## src/rtl/decoder_stage_controller_pkg.sv

```systemverilog
// Shared stage broadcast codes and controller state encoding for the UF decoder.
package decoder_stage_controller_pkg;

  localparam int STAGE_WIDTH = 3;

  localparam logic [STAGE_WIDTH-1:0] STAGE_IDLE                = 3'd0;
  localparam logic [STAGE_WIDTH-1:0] STAGE_MEASUREMENT_LOADING = 3'd1;
  localparam logic [STAGE_WIDTH-1:0] STAGE_GROW                = 3'd2;
  localparam logic [STAGE_WIDTH-1:0] STAGE_MERGE               = 3'd3;
  localparam logic [STAGE_WIDTH-1:0] STAGE_PEELING             = 3'd4;
  localparam logic [STAGE_WIDTH-1:0] STAGE_RESULT_VALID        = 3'd5;
  localparam logic [STAGE_WIDTH-1:0] STAGE_WRITE_TO_MEM        = 3'd6;
  localparam logic [STAGE_WIDTH-1:0] STAGE_RESET_ROOTS         = 3'd7;

  // WR states are split by phase so the FSM knows what follows the context swap.
  typedef enum logic [3:0] {
    ST_IDLE,
    ST_LOAD,
    ST_LOAD_WR,
    ST_GROW,
    ST_MERGE,
    ST_SEEK_WR,
    ST_PEEL,
    ST_PEEL_WR,
    ST_RESULT,
    ST_RESET_ROOTS
  } ctrl_state_t;

  function automatic logic [STAGE_WIDTH-1:0] stage_of(input ctrl_state_t s);
    case (s)
      ST_LOAD:                      stage_of = STAGE_MEASUREMENT_LOADING;
      ST_GROW:                      stage_of = STAGE_GROW;
      ST_MERGE:                     stage_of = STAGE_MERGE;
      ST_PEEL:                      stage_of = STAGE_PEELING;
      ST_RESULT:                    stage_of = STAGE_RESULT_VALID;
      ST_LOAD_WR, ST_SEEK_WR,
      ST_PEEL_WR:                   stage_of = STAGE_WRITE_TO_MEM;
      ST_RESET_ROOTS:               stage_of = STAGE_RESET_ROOTS;
      default:                      stage_of = STAGE_IDLE;
    endcase
  endfunction

endpackage

```

## src/rtl/decoder_stage_controller_if.sv

```systemverilog
// Start/result handshakes, PE status reduction inputs and stage broadcast.
interface decoder_stage_controller_if #(
  parameter int CTX_W          = 1,
  parameter int GROW_CNT_WIDTH = 6
);
  import decoder_stage_controller_pkg::*;

  logic                      start;
  logic                      start_ready;
  logic                      busy_any;
  logic                      odd_any;
  logic [STAGE_WIDTH-1:0]    global_stage;
  logic [CTX_W-1:0]          context_id;
  logic                      result_valid;
  logic                      result_ready;
  logic [GROW_CNT_WIDTH-1:0] grow_count;
  logic                      timeout;

  modport master (
    input  start, busy_any, odd_any, result_ready,
    output start_ready, global_stage, context_id, result_valid, grow_count, timeout
  );

  modport slave (
    output start, busy_any, odd_any, result_ready,
    input  start_ready, global_stage, context_id, result_valid, grow_count, timeout
  );

endinterface

```

## src/rtl/merge_convergence_detector.sv

```systemverilog
// Merge quiet-period counter and per-context odd-cluster flags.
module merge_convergence_detector #(
  parameter int NUM_CONTEXTS = 2,
  parameter int MERGE_QUIET  = 3,
  parameter int CTX_W        = 1
) (
  input  logic                    clk,
  input  logic                    rst_n,
  input  logic                    i_active,
  input  logic                    i_busy_any,
  input  logic                    i_odd_any,
  input  logic                    i_clear,
  input  logic [CTX_W-1:0]        i_ctx,
  output logic                    o_done,
  output logic [NUM_CONTEXTS-1:0] o_ctx_odd,
  output logic [NUM_CONTEXTS-1:0] o_ctx_odd_nxt
);
  localparam int QW = $clog2(MERGE_QUIET + 1);

  logic [QW-1:0]           r_quiet;
  logic [NUM_CONTEXTS-1:0] r_ctx_odd;

  // Done on the cycle that would complete MERGE_QUIET consecutive quiet cycles.
  assign o_done    = i_active && !i_busy_any && (r_quiet == QW'(MERGE_QUIET - 1));
  assign o_ctx_odd = r_ctx_odd;

  // Flag vector as it will be after this edge, so the FSM decides on fresh data.
  always_comb begin
    o_ctx_odd_nxt = r_ctx_odd;
    for (int i = 0; i < NUM_CONTEXTS; i++)
      if (o_done && i_ctx == CTX_W'(i)) o_ctx_odd_nxt[i] = i_odd_any;
  end

  // Quiet count restarts outside MERGE, on any busy cycle and after exit.
  always_ff @(posedge clk or negedge rst_n) begin
    if (!rst_n)                               r_quiet <= '0;
    else if (!i_active || i_busy_any || o_done) r_quiet <= '0;
    else                                      r_quiet <= r_quiet + QW'(1);
  end

  // Every context starts a round presumed odd; merges overwrite their own bit.
  always_ff @(posedge clk or negedge rst_n) begin
    if (!rst_n)       r_ctx_odd <= '0;
    else if (i_clear) r_ctx_odd <= '1;
    else              r_ctx_odd <= o_ctx_odd_nxt;
  end

endmodule

```

## src/rtl/decoder_stage_controller.sv

```systemverilog
// Round sequencer for the union-find PE array: load, grow/merge, peel, result.
module decoder_stage_controller
  import decoder_stage_controller_pkg::*;
#(
  parameter int NUM_CONTEXTS   = 2,
  parameter int GROW_CYCLES    = 2,
  parameter int MERGE_QUIET    = 3,
  parameter int MAX_GROW       = 63,
  parameter int GROW_CNT_WIDTH = 6
) (
  input  logic                       clk,
  input  logic                       rst_n,
  decoder_stage_controller_if.master bus
);
  localparam int CTX_W = (NUM_CONTEXTS > 1) ? $clog2(NUM_CONTEXTS) : 1;
  localparam int CYC_W = $clog2(GROW_CYCLES + NUM_CONTEXTS + 1);
  localparam bit MULTI = (NUM_CONTEXTS > 1);
  localparam logic [CTX_W-1:0] LAST_CTX = CTX_W'(NUM_CONTEXTS - 1);

  ctrl_state_t               r_state, w_state_nxt;
  logic [STAGE_WIDTH-1:0]    r_stage;
  logic [CTX_W-1:0]          r_ctx, w_ctx_nxt, w_ctx_inc;
  logic [GROW_CNT_WIDTH-1:0] r_grow, w_grow_nxt, w_grow_inc;
  logic [CYC_W-1:0]          r_cyc, w_cyc_nxt;
  logic                      r_timeout, w_timeout_nxt;
  logic                      r_result_valid, r_start_ready;
  logic                      w_clear_odd, w_merge_done, w_in_merge, w_inc_odd;
  logic [NUM_CONTEXTS-1:0]   w_ctx_odd, w_ctx_odd_nxt;

  assign w_ctx_inc  = (r_ctx == LAST_CTX) ? '0 : r_ctx + CTX_W'(1);
  assign w_grow_inc = (&r_grow) ? r_grow : r_grow + GROW_CNT_WIDTH'(1);
  assign w_in_merge = (r_state == ST_MERGE);

  assign bus.global_stage = r_stage;
  assign bus.context_id   = r_ctx;
  assign bus.grow_count   = r_grow;
  assign bus.timeout      = r_timeout;
  assign bus.result_valid = r_result_valid;
  assign bus.start_ready  = r_start_ready;

  merge_convergence_detector #(
    .NUM_CONTEXTS(NUM_CONTEXTS),
    .MERGE_QUIET (MERGE_QUIET),
    .CTX_W       (CTX_W)
  ) u_merge (
    .clk          (clk),
    .rst_n        (rst_n),
    .i_active     (w_in_merge),
    .i_busy_any   (bus.busy_any),
    .i_odd_any    (bus.odd_any),
    .i_clear      (w_clear_odd),
    .i_ctx        (r_ctx),
    .o_done       (w_merge_done),
    .o_ctx_odd    (w_ctx_odd),
    .o_ctx_odd_nxt(w_ctx_odd_nxt)
  );

  // Odd flag of the context that a WRITE_TO_MEM would rotate in next.
  always_comb begin
    w_inc_odd = 1'b0;
    for (int i = 0; i < NUM_CONTEXTS; i++)
      if (w_ctx_inc == CTX_W'(i)) w_inc_odd = w_ctx_odd[i];
  end

  // Next-state, context rotation and round counters.
  always_comb begin
    w_state_nxt   = r_state;
    w_ctx_nxt     = r_ctx;
    w_grow_nxt    = r_grow;
    w_timeout_nxt = r_timeout;
    w_cyc_nxt     = r_cyc;
    w_clear_odd   = 1'b0;
    case (r_state)
      ST_IDLE: if (bus.start && r_start_ready) begin
        w_state_nxt   = ST_LOAD;
        w_ctx_nxt     = '0;
        w_grow_nxt    = '0;
        w_timeout_nxt = 1'b0;
        w_clear_odd   = 1'b1;
      end
      ST_LOAD: if (MULTI) w_state_nxt = ST_LOAD_WR;
      else begin
        w_state_nxt = ST_GROW;
        w_grow_nxt  = w_grow_inc;
        w_cyc_nxt   = '0;
      end
      ST_LOAD_WR: begin
        w_ctx_nxt = w_ctx_inc;
        if (r_ctx == LAST_CTX) begin
          w_state_nxt = ST_GROW;
          w_grow_nxt  = w_grow_inc;
          w_cyc_nxt   = '0;
        end else w_state_nxt = ST_LOAD;
      end
      ST_GROW: if (r_cyc == CYC_W'(GROW_CYCLES - 1)) begin
        w_state_nxt = ST_MERGE;
        w_cyc_nxt   = '0;
      end else w_cyc_nxt = r_cyc + CYC_W'(1);
      ST_MERGE: if (w_merge_done) begin
        if (w_ctx_odd_nxt == '0) begin
          w_state_nxt = ST_PEEL;
          w_cyc_nxt   = '0;
        end else if (r_grow == GROW_CNT_WIDTH'(MAX_GROW)) begin
          w_state_nxt   = ST_PEEL;
          w_timeout_nxt = 1'b1;
          w_cyc_nxt     = '0;
        end else if (MULTI) w_state_nxt = ST_SEEK_WR;
        else begin
          w_state_nxt = ST_GROW;
          w_grow_nxt  = w_grow_inc;
          w_cyc_nxt   = '0;
        end
      end
      // Keep rotating until a context with odd clusters is live.
      ST_SEEK_WR: begin
        w_ctx_nxt = w_ctx_inc;
        if (w_inc_odd) begin
          w_state_nxt = ST_GROW;
          w_grow_nxt  = w_grow_inc;
          w_cyc_nxt   = '0;
        end
      end
      ST_PEEL: w_state_nxt = MULTI ? ST_PEEL_WR : ST_RESULT;
      ST_PEEL_WR: begin
        w_ctx_nxt = w_ctx_inc;
        if (r_cyc == CYC_W'(NUM_CONTEXTS - 1)) w_state_nxt = ST_RESULT;
        else begin
          w_state_nxt = ST_PEEL;
          w_cyc_nxt   = r_cyc + CYC_W'(1);
        end
      end
      ST_RESULT: if (bus.result_ready) w_state_nxt = ST_RESET_ROOTS;
      ST_RESET_ROOTS: begin
        w_state_nxt = ST_IDLE;
        w_ctx_nxt   = '0;
      end
      default: w_state_nxt = ST_IDLE;
    endcase
  end

  // All outputs are registered from the next state so PEs see glitch-free codes.
  always_ff @(posedge clk or negedge rst_n) begin
    if (!rst_n) begin
      r_state        <= ST_IDLE;
      r_stage        <= STAGE_IDLE;
      r_ctx          <= '0;
      r_grow         <= '0;
      r_cyc          <= '0;
      r_timeout      <= 1'b0;
      r_result_valid <= 1'b0;
      r_start_ready  <= 1'b0;
    end else begin
      r_state        <= w_state_nxt;
      r_stage        <= stage_of(w_state_nxt);
      r_ctx          <= w_ctx_nxt;
      r_grow         <= w_grow_nxt;
      r_cyc          <= w_cyc_nxt;
      r_timeout      <= w_timeout_nxt;
      r_result_valid <= (w_state_nxt == ST_RESULT);
      r_start_ready  <= (w_state_nxt == ST_IDLE);
    end
  end

endmodule

```

## src/flat_wrapper.sv

```systemverilog
// flat-port wrapper written by rule: the top's interface ports become plain ports
module decoder_stage_controller_flat import decoder_stage_controller_pkg::*;
#(
  parameter int NUM_CONTEXTS   = 2,
  parameter int GROW_CYCLES    = 2,
  parameter int MERGE_QUIET    = 3,
  parameter int MAX_GROW       = 63,
  parameter int GROW_CNT_WIDTH = 6
)
  (clk, rst_n, bus_start, bus_busy_any, bus_odd_any, bus_result_ready, bus_start_ready, bus_global_stage, bus_context_id, bus_result_valid, bus_grow_count, bus_timeout);
  decoder_stage_controller_if #(.CTX_W(1), .GROW_CNT_WIDTH(GROW_CNT_WIDTH)) bus_i ();
  input  logic clk;
  input  logic rst_n;
  input wire logic [$bits(bus_i.start)-1:0] bus_start;
  input wire logic [$bits(bus_i.busy_any)-1:0] bus_busy_any;
  input wire logic [$bits(bus_i.odd_any)-1:0] bus_odd_any;
  input wire logic [$bits(bus_i.result_ready)-1:0] bus_result_ready;
  output wire logic [$bits(bus_i.start_ready)-1:0] bus_start_ready;
  output wire logic [$bits(bus_i.global_stage)-1:0] bus_global_stage;
  output wire logic [$bits(bus_i.context_id)-1:0] bus_context_id;
  output wire logic [$bits(bus_i.result_valid)-1:0] bus_result_valid;
  output wire logic [$bits(bus_i.grow_count)-1:0] bus_grow_count;
  output wire logic [$bits(bus_i.timeout)-1:0] bus_timeout;
  assign bus_i.start = bus_start;
  assign bus_i.busy_any = bus_busy_any;
  assign bus_i.odd_any = bus_odd_any;
  assign bus_i.result_ready = bus_result_ready;
  assign bus_start_ready = bus_i.start_ready;
  assign bus_global_stage = bus_i.global_stage;
  assign bus_context_id = bus_i.context_id;
  assign bus_result_valid = bus_i.result_valid;
  assign bus_grow_count = bus_i.grow_count;
  assign bus_timeout = bus_i.timeout;
  decoder_stage_controller #(.NUM_CONTEXTS(NUM_CONTEXTS), .GROW_CYCLES(GROW_CYCLES), .MERGE_QUIET(MERGE_QUIET), .MAX_GROW(MAX_GROW), .GROW_CNT_WIDTH(GROW_CNT_WIDTH)) u_core (.clk(clk), .rst_n(rst_n), .bus(bus_i));
endmodule
```

## config.mk

```make
export PLATFORM = sky130hd
export DESIGN_NAME = decoder_stage_controller_flat
export DESIGN_NICKNAME = d
export VERILOG_FILES = /design/src/rtl/decoder_stage_controller_pkg.sv /design/src/rtl/decoder_stage_controller_if.sv /design/src/rtl/merge_convergence_detector.sv /design/src/rtl/decoder_stage_controller.sv /design/src/flat_wrapper.sv
export SDC_FILE = /design/constraint.sdc
export NUM_CORES = 1
export LEC_CHECK = 0
export BUFFER_PORTS_ARGS = -buffer_cell sky130_fd_sc_hd__buf_2
export CAP_MARGIN = 15
export CELL_PAD_IN_SITES_DETAIL_PLACEMENT = 0
export CELL_PAD_IN_SITES_GLOBAL_PLACEMENT = 2
export CORE_ASPECT_RATIO = 1.1
export CORE_UTILIZATION = 37
export CTS_BUF_LIST = sky130_fd_sc_hd__clkbuf_2
export CTS_CLUSTER_SIZE = 8
export DETAILED_ROUTE_END_ITERATION = 10
export PLACE_DENSITY_LB_ADDON = 0.1
export SYNTH_ARGS = -nofsm -noshare
export SYNTH_HDL_FRONTEND = slang
export SYNTH_SLANG_ARGS = --single-unit
```

## constraint.sdc

```tcl
create_clock -name clk -period 2.5 [get_ports clk]
set_input_delay 0.25 -clock clk [delete_from_list [all_inputs] [get_ports clk]]
set_output_delay 0.25 -clock clk [all_outputs]
set_load 0.03 [all_outputs]
```

==> results.py <==
metrics = {
    "outcome": {
        "outcome": "finished clean",
    },
    "die": {
        "io_pins": 19,
        "fp.dieW_microns": 62.5,
        "dieArea_sq_um": 4290,
        "die_y_microns": 68.6,
        "core_sq_um": 3740,
        "initial_core_util_pct": 39.8,
        "num_rows": 23,
    },
    "pwr": {
        "cellLeakagePower_nw": 0.826,
        "ir_drop_mv": 0.514,
        "power_frac_comb_pct": 58.8,
        "seqPwrFrac_pct": 28.4,
        "power.internal_mw": 1.11,
        "pwr_density_cell_nw_per_um2": 1190,
        "p_total_mw": 2.04,
        "clockPowerShare_pct": 12.8,
        "p_sw_mw": 0.934,
        "swShare_pct": 45.7,
    },
    "final_layout": {
        "num_antenna_cells": 0,
        "fin_nets": 194,
        "area_delta_synth_final_pct": 15.0,
        "layout_commonest_cell": "dfrtp_1",
        "final_core_util_pct": 45.8,
        "drive_above_1_share_pct": 18.6,
        "layout_common_cells": "dfrtp_1 (24), buf_2 (18), nor2_1 (17)",
        "final_area_sq_um": 1710,
    },
    "critical_path": {
        "critPathRequiredTime_ps": 2780,
        "critPathKind": "flip-flop to flip-flop",
        "r2r_slack_ps": 330,
        "cp.arrival_ps": 2450,
        "crit_fanout": 6,
        "critPathCaptureType": "flip-flop",
        "cp-start-kind": "flip-flop",
    },
    "synth": {
        "synthCells": 161,
        "syn_area_per_cell_sq_um": 9.26,
        "syn_nets": 171,
        "synth_warnings": 0,
        "yosysSeqAreaShare_pct": 40.3,
        "synth-edff-count": 0,
        "synth-seq-cells": 24,
        "async_flop_share_pct": 100,
        "yosysUniqueCellTypes": 53,
        "synthFlopType": "dfrtp_1",
        "synth_area_sq_um": 1490,
    },
    "sta": {
        "fin_crit_sh_pct": 86.7,
        "grt_setup_unrepaired": "false",
        "post-route-min-period_ps": 2170,
        "fin_ws_ps": 332,
        "max_freq_mhz": 461,
        "setup_tns_ps": 0,
        "setup_viol": 0,
        "maxSlewHeadroom_pct": 56.5,
        "report.final.slew_viol_count": 0,
        "skew_ps": 19.4,
        "worst_slew_pin_slew_ps": 651,
        "hold_violations": 0,
    },
    "cts": {
        "cts.sinks": 24,
        "clk_pin_slew_worst_paths_ps": 250,
        "htree_levels": 1,
        "cts_root_buf": "clkbuf_2",
        "cts_tree": "done",
        "clkLatencyLatePin_ps": 350,
        "cts_buffers": 3,
        "post-cts-setup-buffers": 0,
        "clk_path_buf_depth": 2,
    },
    "detailed_routing": {
        "via_per_inst": 5.53,
        "routed_wl_microns": 3490,
        "wire_per_inst_microns": 15.0,
        "drc": 0,
        "antenna_left": 0,
        "first_pass_iters": 4,
        "dr_total_vias": 1289,
        "drt_iter0_drc": 87,
    },
    "place": {
        "port_buffers": 18,
        "dp_slack_ps": 363,
        "placed_area_sq_um": 1660,
        "dp_hpwl_microns": 2570,
        "place_congestion": 0.809,
    },
    "global_route": {
        "grt_first_pass_wirelength_microns": 5730,
        "grt_max_degree": 25,
        "overflow": 0,
        "antenna_found_initial": 0,
        "grt_pass1_vias": 1242,
        "grt_use_total_pct": 17.3,
    },
    "worst_hold_path": {
        "hold_path.class": "primary input to flip-flop",
    },
    "flow_run": {
        "maxCapViolations": 0,
    },
}
==> worst max-delay path: stages, from the launching register on <==
cell and delay, ps:
dfrtp_1 450, inv_1 60, ha_1 160, nor2b_1 350, nor2_1 70, a221o_1 300
a221o_1 380, o31a_1 320
==> sequential cells by signal, summed over array words and instances (netlist names) <==
signal and flops:
u_core.bus.start_ready 1, u_core.bus.grow_count 6, u_core.bus.global_stage 3, u_core.r_state 4, u_core.r_cyc 3, u_core.u_merge.o_ctx_odd 2, u_core.bus.result_valid 1, u_core.u_merge.r_quiet 2
u_core.bus.timeout 1, u_core.bus.context_id 1
==> worst paths after layout <==
check / startpoint / cells after the start / endpoint
setup / recovery: u_core.r_cyc[1] / 7 / u_core.bus.global_stage[2]
hold / removal: bus_busy_any / 3 / u_core.u_merge.r_quiet[0]
setup reg to reg: u_core.r_cyc[1] / 7 / u_core.bus.global_stage[2]
hold reg to reg: u_core.u_merge.r_quiet[0] / 1 / u_core.u_merge.r_quiet[0]
max in group asynchronous: rst_n / 2 / u_core.bus.grow_count[0]
min in group asynchronous: rst_n / 2 / u_core.bus.global_stage[0]
==> power groups by stage <==
stage	Sequential, mW	Clock [mW]	Combinational (mW)
final	0.580	0.261	1.20
after global routing	0.593	0.280	1.32
after CTS	0.580	0.267	1.20
after detailed placement	0.588	0	1.20
after global placement	0.582	0	1.19
after floorplan	0.701	0	0.789
==> metrics by stage <==
step | instances | hold WS (ps)
after floorplan | 161 | -45.6
after global placement | 228 | 260
after detailed placement | 228 | 271
after CTS | 233 | 160
after global routing | 233 | 149
final | 233 | 164
==> kinds of logic after synthesis <==
kind of cell	Yosys count	share of synthesized area [%]
buffers and inverters	17	4.95
muxes	6	4.20
and+or+nand+nor	67	25.6
AOI/OAI and AO/OA	37	18.1
adders and majority gates	4	3.36
xor gates and xnor gates	6	3.53
DFF	24	40.3
==> final cells by class <==
| class | count | area [sq um] |
|---|---|---|
| Timing Repair Buffer | 27 | 160 |
| Clock inverter | 1 | 30.0 |
| Multi-Input combinational cell | 120 | 816 |
| Fill cell | 375 | 2030 |
| Tap cell | 50 | 62.6 |
| Clock buffer | 3 | 15.0 |
| Sequential cell | 24 | 601 |
| Inverter | 8 | 30.0 |
==> metal layers <==
layer / share of wire (%) / wire length, microns / global-route usage (%) / vias to the layer above
met5: 0 / 0 / 0 / -
met1: 49 / 1700 / 22.8 / 628
li1: - / - / - / 626
met4: 1.1 / 37 / 6.40 / 0
met2: 47 / 1640 / 29.6 / 29
met3: 3.2 / 113 / 2.30 / 6
==> cells in the mapped netlist, types with 2 or more instances <==
master	instances	area [sq um]
mux2_1	2	22.5
a311oi_1	2	17.5
a211oi_1	2	15.0
o21ai_0	9	45.0
xor2_1	5	43.8
clkbuf_1	5	18.8
nor2b_1	4	25.0
nand2_1	13	48.8
nand3_1	7	35.0
nor3_1	4	20.0
inv_1	8	30.0
buf_2	2	10.0
mux2i_1	4	40.0
nor4b_1	2	17.5
a21oi_1	3	15.0
a221o_1	3	30.0
nand2b_1	2	12.5
ha_1	4	50.1
dfrtp_1	24	601
nor2_1	17	63.8
and3_1	5	31.3
nor3b_1	2	15.0
nand3b_1	2	15.0
==> what timing repair did <==
action	4_1_cts	5_1_grt
hold buffers	1	0
hold endpoints to repair	24	0
resized for setup	0	0
No activity file was read; power rests on OpenSTA's default activity.
